**config.mk**
```make
export PLATFORM = sky130hd
export DESIGN_NAME = cdb_wb_arbiter
export DESIGN_NICKNAME = d
export VERILOG_FILES = /design/src/rtl/cdb_wb_arbiter.sv
export SDC_FILE = /design/constraint.sdc
export NUM_CORES = 1
export LEC_CHECK = 0
export CORE_ASPECT_RATIO = 1.1
export CORE_MARGIN = 1.5
export CORE_UTILIZATION = 60
export CTS_CLUSTER_SIZE = 25
export DETAILED_ROUTE_END_ITERATION = 10
export PLACE_DENSITY_LB_ADDON = 0.08
export SKIP_CTS_REPAIR_TIMING = 1
export SYNTH_ARGS = -nofsm -noshare
export SYNTH_HDL_FRONTEND = slang
export SYNTH_SLANG_ARGS = --single-unit
```
**constraint.sdc**
```tcl
create_clock -name clk -period 10.1 [get_ports clk]
set_clock_uncertainty 0.05 [all_clocks]
set_input_delay 3.03 -clock clk [delete_from_list [all_inputs] [get_ports clk]]
set_output_delay 3.03 -clock clk [all_outputs]
set_load 0.005 [all_outputs]
```
**src/rtl/cdb_wb_arbiter.sv**
```systemverilog
// cdb_wb_arbiter
// Buffers writeback results from several execution units in small per-source
// FIFOs. Each cycle it grants up to CDB_COUNT non-empty FIFO heads onto the
// common data bus. Grants use a rotating-priority scan that starts at rr_r.
// CDB outputs are registered, and each result is broadcast for exactly one cycle.
module cdb_wb_arbiter #(
    parameter int SRC_COUNT  = 4,
    parameter int CDB_COUNT  = 2,
    parameter int FIFO_DEPTH = 2,
    parameter int ROB_ID_W   = 6,
    parameter int DATA_W     = 32
) (
    input  logic                            clk,
    input  logic                            rst_n,
    input  logic                            flush,
    input  logic [SRC_COUNT-1:0]            src_valid_i,
    input  logic [SRC_COUNT*ROB_ID_W-1:0]   src_rid_i,
    input  logic [SRC_COUNT*DATA_W-1:0]     src_data_i,
    output logic [SRC_COUNT-1:0]            src_ready_o,
    output logic [CDB_COUNT-1:0]            cdb_valid_o,
    output logic [CDB_COUNT*ROB_ID_W-1:0]   cdb_rid_o,
    output logic [CDB_COUNT*DATA_W-1:0]     cdb_data_o
);

    localparam int SRC_W  = (SRC_COUNT > 1) ? $clog2(SRC_COUNT) : 1;
    localparam int PORT_W = (CDB_COUNT > 1) ? $clog2(CDB_COUNT) : 1;
    localparam int PTR_W  = $clog2(FIFO_DEPTH);
    localparam int CNT_W  = $clog2(FIFO_DEPTH + 1);

    localparam logic [PTR_W-1:0]  PTR_ONE  = PTR_W'(1);
    localparam logic [CNT_W-1:0]  CNT_ONE  = CNT_W'(1);
    localparam logic [CNT_W-1:0]  CNT_FULL = CNT_W'(FIFO_DEPTH);
    localparam logic [PORT_W:0]   GNT_MAX  = (PORT_W + 1)'(CDB_COUNT);
    localparam logic [PORT_W:0]   GNT_ONE  = (PORT_W + 1)'(1);

    // FIFO storage and bookkeeping
    logic [ROB_ID_W-1:0] fifo_rid_r  [SRC_COUNT][FIFO_DEPTH];
    logic [DATA_W-1:0]   fifo_data_r [SRC_COUNT][FIFO_DEPTH];
    logic [PTR_W-1:0]    rd_ptr_r    [SRC_COUNT];
    logic [PTR_W-1:0]    wr_ptr_r    [SRC_COUNT];
    logic [CNT_W-1:0]    count_r     [SRC_COUNT];
    logic [CNT_W-1:0]    count_next_s[SRC_COUNT];
    logic [SRC_COUNT-1:0] ready_r;
    logic [SRC_COUNT-1:0] push_s;
    logic [SRC_COUNT-1:0] grant_s;

    // Arbitration
    logic [SRC_W-1:0]    rr_r;
    logic [SRC_W-1:0]    rr_next_s;
    logic [SRC_W-1:0]    scan_idx_s;
    logic [SRC_W-1:0]    last_idx_s;
    logic [PORT_W:0]     gnt_cnt_s;
    logic [CDB_COUNT-1:0] port_vld_s;
    logic [SRC_W-1:0]    port_src_s [CDB_COUNT];

    // Head-of-FIFO views
    logic [ROB_ID_W-1:0] head_rid_s  [SRC_COUNT];
    logic [DATA_W-1:0]   head_data_s [SRC_COUNT];

    // Registered CDB outputs
    logic [CDB_COUNT-1:0]          cdb_valid_r;
    logic [CDB_COUNT*ROB_ID_W-1:0] cdb_rid_r;
    logic [CDB_COUNT*DATA_W-1:0]   cdb_data_r;

    assign src_ready_o = ready_r;
    assign cdb_valid_o = cdb_valid_r;
    assign cdb_rid_o   = cdb_rid_r;
    assign cdb_data_o  = cdb_data_r;

    // Expose the oldest entry of every source FIFO to the arbiter
    always_comb begin
        for (int i = 0; i < SRC_COUNT; i++) begin
            head_rid_s[i]  = fifo_rid_r[i][rd_ptr_r[i]];
            head_data_s[i] = fifo_data_r[i][rd_ptr_r[i]];
        end
    end

    // Accept a push only when the registered occupancy leaves room; derive next occupancy
    always_comb begin
        for (int i = 0; i < SRC_COUNT; i++) begin
            push_s[i] = src_valid_i[i] & ready_r[i];
            case ({push_s[i], grant_s[i]})
                2'b10:   count_next_s[i] = count_r[i] + CNT_ONE;
                2'b01:   count_next_s[i] = count_r[i] - CNT_ONE;
                default: count_next_s[i] = count_r[i];
            endcase
        end
    end

    // Rotating-priority scan from rr_r: successive non-empty heads fill ports 0,1,...
    always_comb begin
        grant_s    = '0;
        port_vld_s = '0;
        gnt_cnt_s  = '0;
        last_idx_s = rr_r;
        scan_idx_s = rr_r;
        for (int k = 0; k < CDB_COUNT; k++) begin
            port_src_s[k] = '0;
        end
        for (int k = 0; k < SRC_COUNT; k++) begin
            scan_idx_s = SRC_W'((int'(rr_r) + k) % SRC_COUNT);
            if ((count_r[scan_idx_s] != '0) && (gnt_cnt_s < GNT_MAX)) begin
                grant_s[scan_idx_s]                 = 1'b1;
                port_vld_s[gnt_cnt_s[PORT_W-1:0]]   = 1'b1;
                port_src_s[gnt_cnt_s[PORT_W-1:0]]   = scan_idx_s;
                last_idx_s                          = scan_idx_s;
                gnt_cnt_s                           = gnt_cnt_s + GNT_ONE;
            end else begin
                gnt_cnt_s = gnt_cnt_s;
            end
        end
        // Priority moves past the last winner so every source is reached in turn
        if (gnt_cnt_s != '0) begin
            rr_next_s = SRC_W'((int'(last_idx_s) + 1) % SRC_COUNT);
        end else begin
            rr_next_s = rr_r;
        end
    end

    // Sequential update: FIFOs, priority pointer and broadcast registers; reset and flush act alike
    always_ff @(posedge clk) begin
        if (!rst_n || flush) begin
            for (int i = 0; i < SRC_COUNT; i++) begin
                rd_ptr_r[i] <= '0;
                wr_ptr_r[i] <= '0;
                count_r[i]  <= '0;
            end
            ready_r     <= '1;
            rr_r        <= '0;
            cdb_valid_r <= '0;
            cdb_rid_r   <= '0;
            cdb_data_r  <= '0;
        end else begin
            for (int i = 0; i < SRC_COUNT; i++) begin
                if (push_s[i]) begin
                    fifo_rid_r[i][wr_ptr_r[i]]  <= src_rid_i[i*ROB_ID_W +: ROB_ID_W];
                    fifo_data_r[i][wr_ptr_r[i]] <= src_data_i[i*DATA_W +: DATA_W];
                    wr_ptr_r[i]                 <= wr_ptr_r[i] + PTR_ONE;
                end
                if (grant_s[i]) begin
                    rd_ptr_r[i] <= rd_ptr_r[i] + PTR_ONE;
                end
                count_r[i] <= count_next_s[i];
                ready_r[i] <= (count_next_s[i] != CNT_FULL);
            end
            rr_r <= rr_next_s;
            for (int k = 0; k < CDB_COUNT; k++) begin
                cdb_valid_r[k] <= port_vld_s[k];
                if (port_vld_s[k]) begin
                    cdb_rid_r[k*ROB_ID_W +: ROB_ID_W] <= head_rid_s[port_src_s[k]];
                    cdb_data_r[k*DATA_W +: DATA_W]    <= head_data_s[port_src_s[k]];
                end else begin
                    cdb_rid_r[k*ROB_ID_W +: ROB_ID_W] <= '0;
                    cdb_data_r[k*DATA_W +: DATA_W]    <= '0;
                end
            end
        end
    end

endmodule

```
==> metrics.log, run 1 <==
[metrics] gate count of the mapped netlist: between 1,000 and 1,500
[metrics] pin count of the biggest net entering global routing: 94
[metrics] worst setup slack for register-to-register paths: 3990 ps
[metrics] die boundary height: roughly 190 um
[metrics] CP required: roughly 10,000 ps
[metrics] chain of cells forming the critical path: inv_2 > buf_4 > ha_1 > mux4_2 > ha_1 > nor2_1 > nand3_2 > buf_4 > a31oi_4 > o32ai_4 > buf_4 > mux2_1 > o32ai_1
[metrics] CP endpoint kind: flop
[metrics] routability congestion estimate from global placement: just over 0.9
[metrics] Nets: roughly 1,800
[metrics] largest stage delay on the critical path: ~710 ps
[metrics] worst min path class: reg -> reg
[metrics] cell with the largest stage delay on the worst path: buf_4
[metrics] Initial Util: approximately 61%
[metrics] worst setup path class: reg -> reg
[metrics] number of synthesized flops with an enable pin: about 310
[metrics] antenna violations before repair: 0
[metrics] detailed-route vias per instance: between 6 and 7
[metrics] setup repair after global routing missed its margin: false
[metrics] row count: 67
[metrics] result of the run: complete, no violations
[metrics] sinks on the clock net: roughly 410
[metrics] sequential-to-total area share from yosys stat: between 60% and 70%
[metrics] Critical Path Start Type: flop
[metrics] Highest Clock Rate: 0.1638 GHz
[metrics] detail-routed net length per standard cell: ~26 um
[metrics] wire length of the first global-routing pass: 78,010 um
[metrics] kind of cell adding the most delay to the critical path: buffers and inverters
[metrics] area growth from synthesis to layout: 21.80%
[metrics] power per standard cell area: 283.3 nW/um2
[metrics] cell area after synthesis: around 19,000 um2
[metrics] min cycle time layout: between 6000 and 7000 ps
[metrics] combined buffer and inverter count along the critical path: 4
[metrics] half-perimeter wire length of the detailed placement result: 33,060 um
[metrics] via count of the first global-routing pass: 13,460
[metrics] number of buffers created by CTS: 40
[metrics] peak fanout along the critical path: 93
[metrics] final worst-path cycle share: about three fifths
[metrics] worst-skew pair later-pin latency: approximately 540 ps
[metrics] most frequent CP cell: buf_4
[metrics] wire length reported by the detailed router: 52,200 um
[metrics] most common flop cell mapped by yosys: edfxtp_1
[metrics] synthesized area per cell: approximately 13 um2
[metrics] transition at the pin with the smallest max-transition slack: roughly 1200 ps
[metrics] maximum level of the CTS H-tree: 2
[metrics] share of async-settable or async-resettable flops after synthesis: 0%
[metrics] total DRC errors in the routed layout: 0
[metrics] clock tree from TritonCTS: yes
[metrics] R2R depth: 13
[metrics] max-slew violations: 0
[metrics] FF-to-FF Start: rr_r[0]$_SDFFE_PN0N_
[metrics] Die W: 170.5 um
[metrics] VDD IR-drop max: 294.4 uV
[metrics] diodes inserted: 0
[metrics] capturing element of the worst setup path: cdb_data_o[15]$_SDFF_PP0_
[metrics] Design Area, Final: between 20,000 and 25,000 um2
[metrics] GRT Total Usage: about a third
[metrics] Die Area: 31,920 um2
[metrics] Max-Slew Margin vs Limit: about a fifth
[metrics] starting DRC count in detailed routing: ~1,500
[metrics] count of endpoints failing setup in the final report: 0
[metrics] number of hold violations in the final report: 0
[metrics] clock tree root buffer cell: clkbuf_16
[metrics] residual antenna-violating net count after detailed routing: 0
[metrics] Crit. path cell count: 13
[metrics] ports placed on the boundary: 241
[metrics] post-synth net total: between 1,500 and 2,000
[metrics] Data arrival, critical path: between 6000 and 7000 ps
[metrics] input/output buffers: 240
[metrics] flop and latch count out of synthesis: roughly 400
[metrics] GRT Residual Overflow: 0
[metrics] DR vias: ~14,000
[metrics] Worst-path clk slew: 60 ps
[metrics] final sum of negative setup slack: 0 ps
[metrics] count of unique library cells instantiated by Yosys: 72
[metrics] largest buffer count on any clock path: 3
[metrics] r2r endpoint: cdb_data_o[15]$_SDFF_PP0_
[metrics] Crit. Startpoint: rr_r[0]$_SDFFE_PN0N_
[metrics] Post-Place Cell Area: about 21,000 um2
[metrics] total iterations of the first detailed-routing run: 6
[metrics] standard cell core area: slightly above 30,000 um2
[metrics] share of final-layout standard cells stronger than drive strength 1: 10.63%
[metrics] number of warning messages in the yosys log: 0
[metrics] cell leakage power: 7.832 nW
[metrics] number of max-cap violations: 0
==> state kept, by name, indices dropped and copies added, names as in the netlist, 4 cells and up, named ones only <==
| signal | count |
|---|---|
| cdb_data_o | 64 |
| rd_ptr_r | 4 |
| fifo_data_r | 256 |
| wr_ptr_r | 4 |
| cdb_rid_o | 12 |
| src_ready_o | 4 |
| fifo_rid_r | 48 |
| count_r | 8 |
==> tightest hold or removal path: stages, from the launching register on <==
cell     delay (ps)
dfxtp_1         340
o21ai_0          90
a21oi_1          80
==> stage by stage <==
step	setup WS (ps)	utilization [%]	std cells	power (W)	hold slack, ps
2_1_floorplan	3068	-	1407	0.003999	447.6
3_5_place_dp	4218	69.64	1968	0.004817	501.7
4_1_cts	4201	74.11	2042	0.006345	515.3
5_1_grt	3752	74.11	2042	0.006656	554.2
6_report	3994	74.11	2042	0.006390	513.1
3_3_place_gp	4451	69.64	1968	0.004744	477.8
==> layout by cell type, fill, tap and decap left out, drive strengths merged, types with 10 or more instances in the layout <==
master / count
inv: 22
o22ai: 39
clkbuf: 52
a2bb2oi: 27
nor2: 44
nand3: 34
mux2i: 141
o221ai: 10
o32ai: 28
mux2: 61
a221o: 28
clkinv: 12
and3: 57
o21ai: 58
a221oi: 58
nand4: 28
nand2: 50
edfxtp: 312
ha: 17
buf: 31
o2111ai: 11
clkdlybuf4s50: 240
nor3: 23
dfxtp: 94
a21oi: 74
==> area by class of cell <==
cell class	instances	area, um2
Fill cell	2006	7878
Tap cell	414	518.0
Clock inverter	22	275.3
Inverter	19	71.32
Timing Repair Buffer	271	2635
Clock buffer	52	1087
Multi-Input combinational cell	858	6711
Sequential cell	406	11250
==> synth_stat cells, drive strengths merged (39+ instances only) <==
| master | count | area [um2] |
|---|---|---|
| mux2 | 61 | 686.9 |
| o22ai | 39 | 244.0 |
| nor2 | 44 | 177.7 |
| dfxtp | 94 | 1882 |
| o21ai | 58 | 301.5 |
| buf | 47 | 301.5 |
| a21oi | 74 | 370.4 |
| edfxtp | 312 | 9369 |
| and3 | 57 | 357.8 |
| mux2i | 141 | 1424 |
| a221oi | 58 | 508.0 |
| nand2 | 50 | 187.7 |
| clkbuf | 77 | 289.0 |
==> cells by family after synthesis <==
group / after synthesis / synth area share (%)
fa+ha+maj: 17 / 1.149
flops: 406 / 60.76
buf+inv: 143 / 3.575
mux: 205 / 11.76
xor+xnor: 10 / 0.4730
compound gates: 374 / 15.23
simple gates: 252 / 7.048
==> metal layers <==
metal / global-route usage [%] / vias to the layer above / wire length, um
li1: - / 6004 / -
met1: 43.12 / 6581 / 20000
met2: 53.61 / 895 / 25240
met3: 4.951 / 133 / 5049
met4: 13.27 / 0 / 1916
met5: 0 / - / 0
==> power breakdown <==
part           leakage, nW  switching, W  internal [W]
Combinational         3.55       0.00165       0.00112
Sequential            3.62      0.000123       0.00196
Clock                0.671      0.000622      0.000919
Total                 7.83       0.00240       0.00400
==> worst min path at each step <==
stage | to | depth (start not counted) | start | slack, ps
global route | count_r[2][1]$_SDFF_PN0_ | 2 | count_r[2][1]$_SDFF_PN0_ | 550
finish | count_r[1][1]$_SDFF_PN0_ | 2 | count_r[1][1]$_SDFF_PN0_ | 510
detailed placement | count_r[1][1]$_SDFF_PN0_ | 2 | count_r[1][1]$_SDFF_PN0_ | 500
floorplan | count_r[2][1]$_SDFF_PN0_ | 2 | count_r[2][1]$_SDFF_PN0_ | 450
CTS | count_r[1][1]$_SDFF_PN0_ | 2 | count_r[1][1]$_SDFF_PN0_ | 520
global placement | count_r[2][1]$_SDFF_PN0_ | 2 | count_r[2][1]$_SDFF_PN0_ | 480
No activity file was read; power rests on OpenSTA's default activity.
==> inputs of run 2 (changes only) <==
--- a/config.mk
+++ b/config.mk
@@ -7,7 +7,7 @@
 export LEC_CHECK = 0
 export CORE_ASPECT_RATIO = 1.1
 export CORE_MARGIN = 1.5
-export CORE_UTILIZATION = 60
+export CORE_UTILIZATION = 50
 export CTS_CLUSTER_SIZE = 25
 export DETAILED_ROUTE_END_ITERATION = 10
 export PLACE_DENSITY_LB_ADDON = 0.08
==> constraint.sdc (replaced) <==
create_clock -name clk -period 5.2 [get_ports clk]
set_clock_uncertainty 0.05 [all_clocks]
set_input_delay 1.56 -clock clk [delete_from_list [all_inputs] [get_ports clk]]
set_output_delay 1.56 -clock clk [all_outputs]
set_load 0.005 [all_outputs]
==> run 2 against run 1 <==
Net effect:
- sequential power grew 93%
- utilization shrank 11 points
- sequential cell count did not move
- critical endpoint is now cdb_data_o[31]$_SDFF_PP0_
- largest power group unchanged
- global-route usage down 4.7 points
- clock power rose by 99%
==> metrics.log, run 2 (synthesized netlist as in run 1, its figures left out) <==
[metrics] number of flip-flops under the largest register name: 256
[metrics] ports placed on the boundary: between 200 and 250
[metrics] Initial Util: 50.94%
[metrics] kind of cell adding the most delay to the critical path: compound AO/OA/AOI/OAI gates
[metrics] peak fanout along the critical path: 38
[metrics] DR vias: between 10,000 and 15,000
[metrics] result of the run: complete, no violations
[metrics] wire length reported by the detailed router: between 50,000 and 60,000 um
[metrics] count of endpoints failing setup in the final report: 0
[metrics] die boundary height: 204.8 um
[metrics] GRT Total Usage: 27.77%
[metrics] half-perimeter wire length of the detailed placement result: roughly 34,000 um
[metrics] Placed Cells incl. Taps: about 2,100
[metrics] via count of the first global-routing pass: around 13,000
[metrics] worst setup path class: reg -> reg
[metrics] CP required: 5540 ps
[metrics] Nets: 1,788
[metrics] worst setup margin: roughly 1000 ps
[metrics] combined buffer and inverter count along the critical path: 4
[metrics] cell leakage power: ~8 nW
[metrics] detail-routed net length per standard cell: 25.27 um
[metrics] detailed-route vias per instance: 6.317
[metrics] worst setup slack for register-to-register paths: ~1000 ps
[metrics] maximum level of the CTS H-tree: 2
[metrics] Max-Slew Margin vs Limit: 25.38%
[metrics] max-slew violations: 0
[metrics] Post-Place Cell Area: approximately 21,000 um2
[metrics] Power Total: roughly 0.013 W
[metrics] Die Area: 38,200 um2
[metrics] final worst-path cycle share: 80.72%
[metrics] antenna violations before repair: 0
[metrics] global routing met2 resource utilization: 46.82%
[metrics] area growth from synthesis to layout: 23.62%
[metrics] Data arrival, critical path: about 4500 ps
[metrics] VDD IR-drop max: approximately 380 uV
[metrics] area of the multi-input gates: between 6000 and 7000 um2
[metrics] residual antenna-violating net count after detailed routing: 0
[metrics] worst min path class: reg -> reg
[metrics] fillcell total: ~2,800
[metrics] power per standard cell area: 555.0 nW/um2
[metrics] starting DRC count in detailed routing: 1,474
[metrics] input/output buffers: 240
[metrics] largest stage delay on the critical path: between 400 and 500 ps
[metrics] setup repair after global routing missed its margin: false
[metrics] CP endpoint kind: flop
[metrics] Worst-path clk slew: ~60 ps
[metrics] clock tree from TritonCTS: yes
[metrics] standard cell core area: ~36,000 um2
[metrics] diodes inserted: 0
[metrics] GRT Residual Overflow: 0
[metrics] Critical Path Start Type: flop
[metrics] sequential cell area in the final layout: 11,250 um2
[metrics] number of buffers created by CTS: ~40
[metrics] commonest non-fill, non-tap cells in the layout: edfxtp_1 (312), clkdlybuf4s50_1 (240), mux2i_1 (140)
[metrics] number of hold violations in the final report: 0
[metrics] busiest grt layer: met2
[metrics] Die W: 186.5 um
[metrics] share of final-layout standard cells stronger than drive strength 1: 11.74%
[metrics] Post-Place Worst Slack: approximately 1000 ps
[metrics] transition at the pin with the smallest max-transition slack: roughly 1100 ps
[metrics] sinks on the clock net: between 400 and 500
[metrics] wire length of the first global-routing pass: 80,520 um
[metrics] number of max-cap violations: 0
[metrics] Design Area, Final: between 20,000 and 25,000 um2
[metrics] total iterations of the first detailed-routing run: 7
[metrics] worst-skew pair later-pin latency: roughly 550 ps
[metrics] non-filler cells, final: roughly 2,100
[metrics] total DRC errors in the routed layout: 0
[metrics] chain of cells forming the critical path: clkinv_2 > ha_1 > mux4_2 > inv_1 > ha_1 > inv_1 > o31ai_4 > and3_2 > nor2_1 > a32oi_4 > buf_4 > o32ai_1
[metrics] Highest Clock Rate: 0.2382 GHz
[metrics] pin count of the biggest net entering global routing: 93
[metrics] clock tree root buffer cell: clkbuf_16
[metrics] met3 demand-to-capacity share in global routing: about 4.7%
[metrics] min cycle time layout: approximately 4200 ps
[metrics] cell with the largest stage delay on the worst path: dfxtp_4
[metrics] largest buffer count on any clock path: 3
[metrics] routability congestion estimate from global placement: roughly 0.90
[metrics] most frequent standard cell in the layout excluding fill and tap cells: edfxtp_1
[metrics] GR Layer Usage met1: 36.43%
[metrics] row count: 73
[run 2: power breakdown]
part | internal, W | switching, W
Combinational | 0.00229 | 0.00333
Sequential | 0.00380 | 0.000212
Clock | 0.00182 | 0.00125
Total | 0.00791 | 0.00479
[run 2: path summary, 6_finish.rpt]
kind                                                from                         to  depth (start not counted)
worst max-delay path                rr_r[0]$_SDFFE_PN0N_  cdb_data_o[31]$_SDFF_PP0_                         12
worst min-delay path            count_r[2][1]$_SDFF_PN0_   count_r[2][1]$_SDFF_PN0_                          2
worst min register to register  count_r[2][1]$_SDFF_PN0_   count_r[2][1]$_SDFF_PN0_                          2
worst max register to register      rr_r[0]$_SDFFE_PN0N_  cdb_data_o[31]$_SDFF_PP0_                         12
[run 2: worst register-to-register path, stage by stage (launching register included)]
cell and delay, ps:
dfxtp_4 490, clkinv_2 100, ha_1 350, mux4_2 480, inv_1 110, ha_1 320, inv_1 170, o31ai_4 450
and3_2 490, nor2_1 140, a32oi_4 210, buf_4 490, o32ai_1 200
[run 2: through the flow]
step	utilization (%)	hold WS [ps]	setup TNS [ps]
finish	62.97	509.2	0
global route	62.97	553.7	0
CTS	62.97	504.6	0
detailed placement	59.10	492.7	0
global placement	59.10	467.9	0
floorplan	-	447.6	-5719
[run 2: metal layers]
layer,routed length [um],vias up
met5,0,-
met2,25840,668
met3,4187,102
li1,-,6028
met1,22320,6664
met4,1503,0
[run 2: final cells by class]
| class | instances | share of cell area (%) |
|---|---|---|
| clock buffers | 52 | 5.023 |
| clock inverters | 23 | 1.121 |
| inverters | 19 | 0.3170 |
| multi-input cells | 858 | 29.43 |
| flip-flops and latches | 406 | 49.17 |
| well taps | 487 | 2.662 |
| repair buffers | 286 | 12.28 |
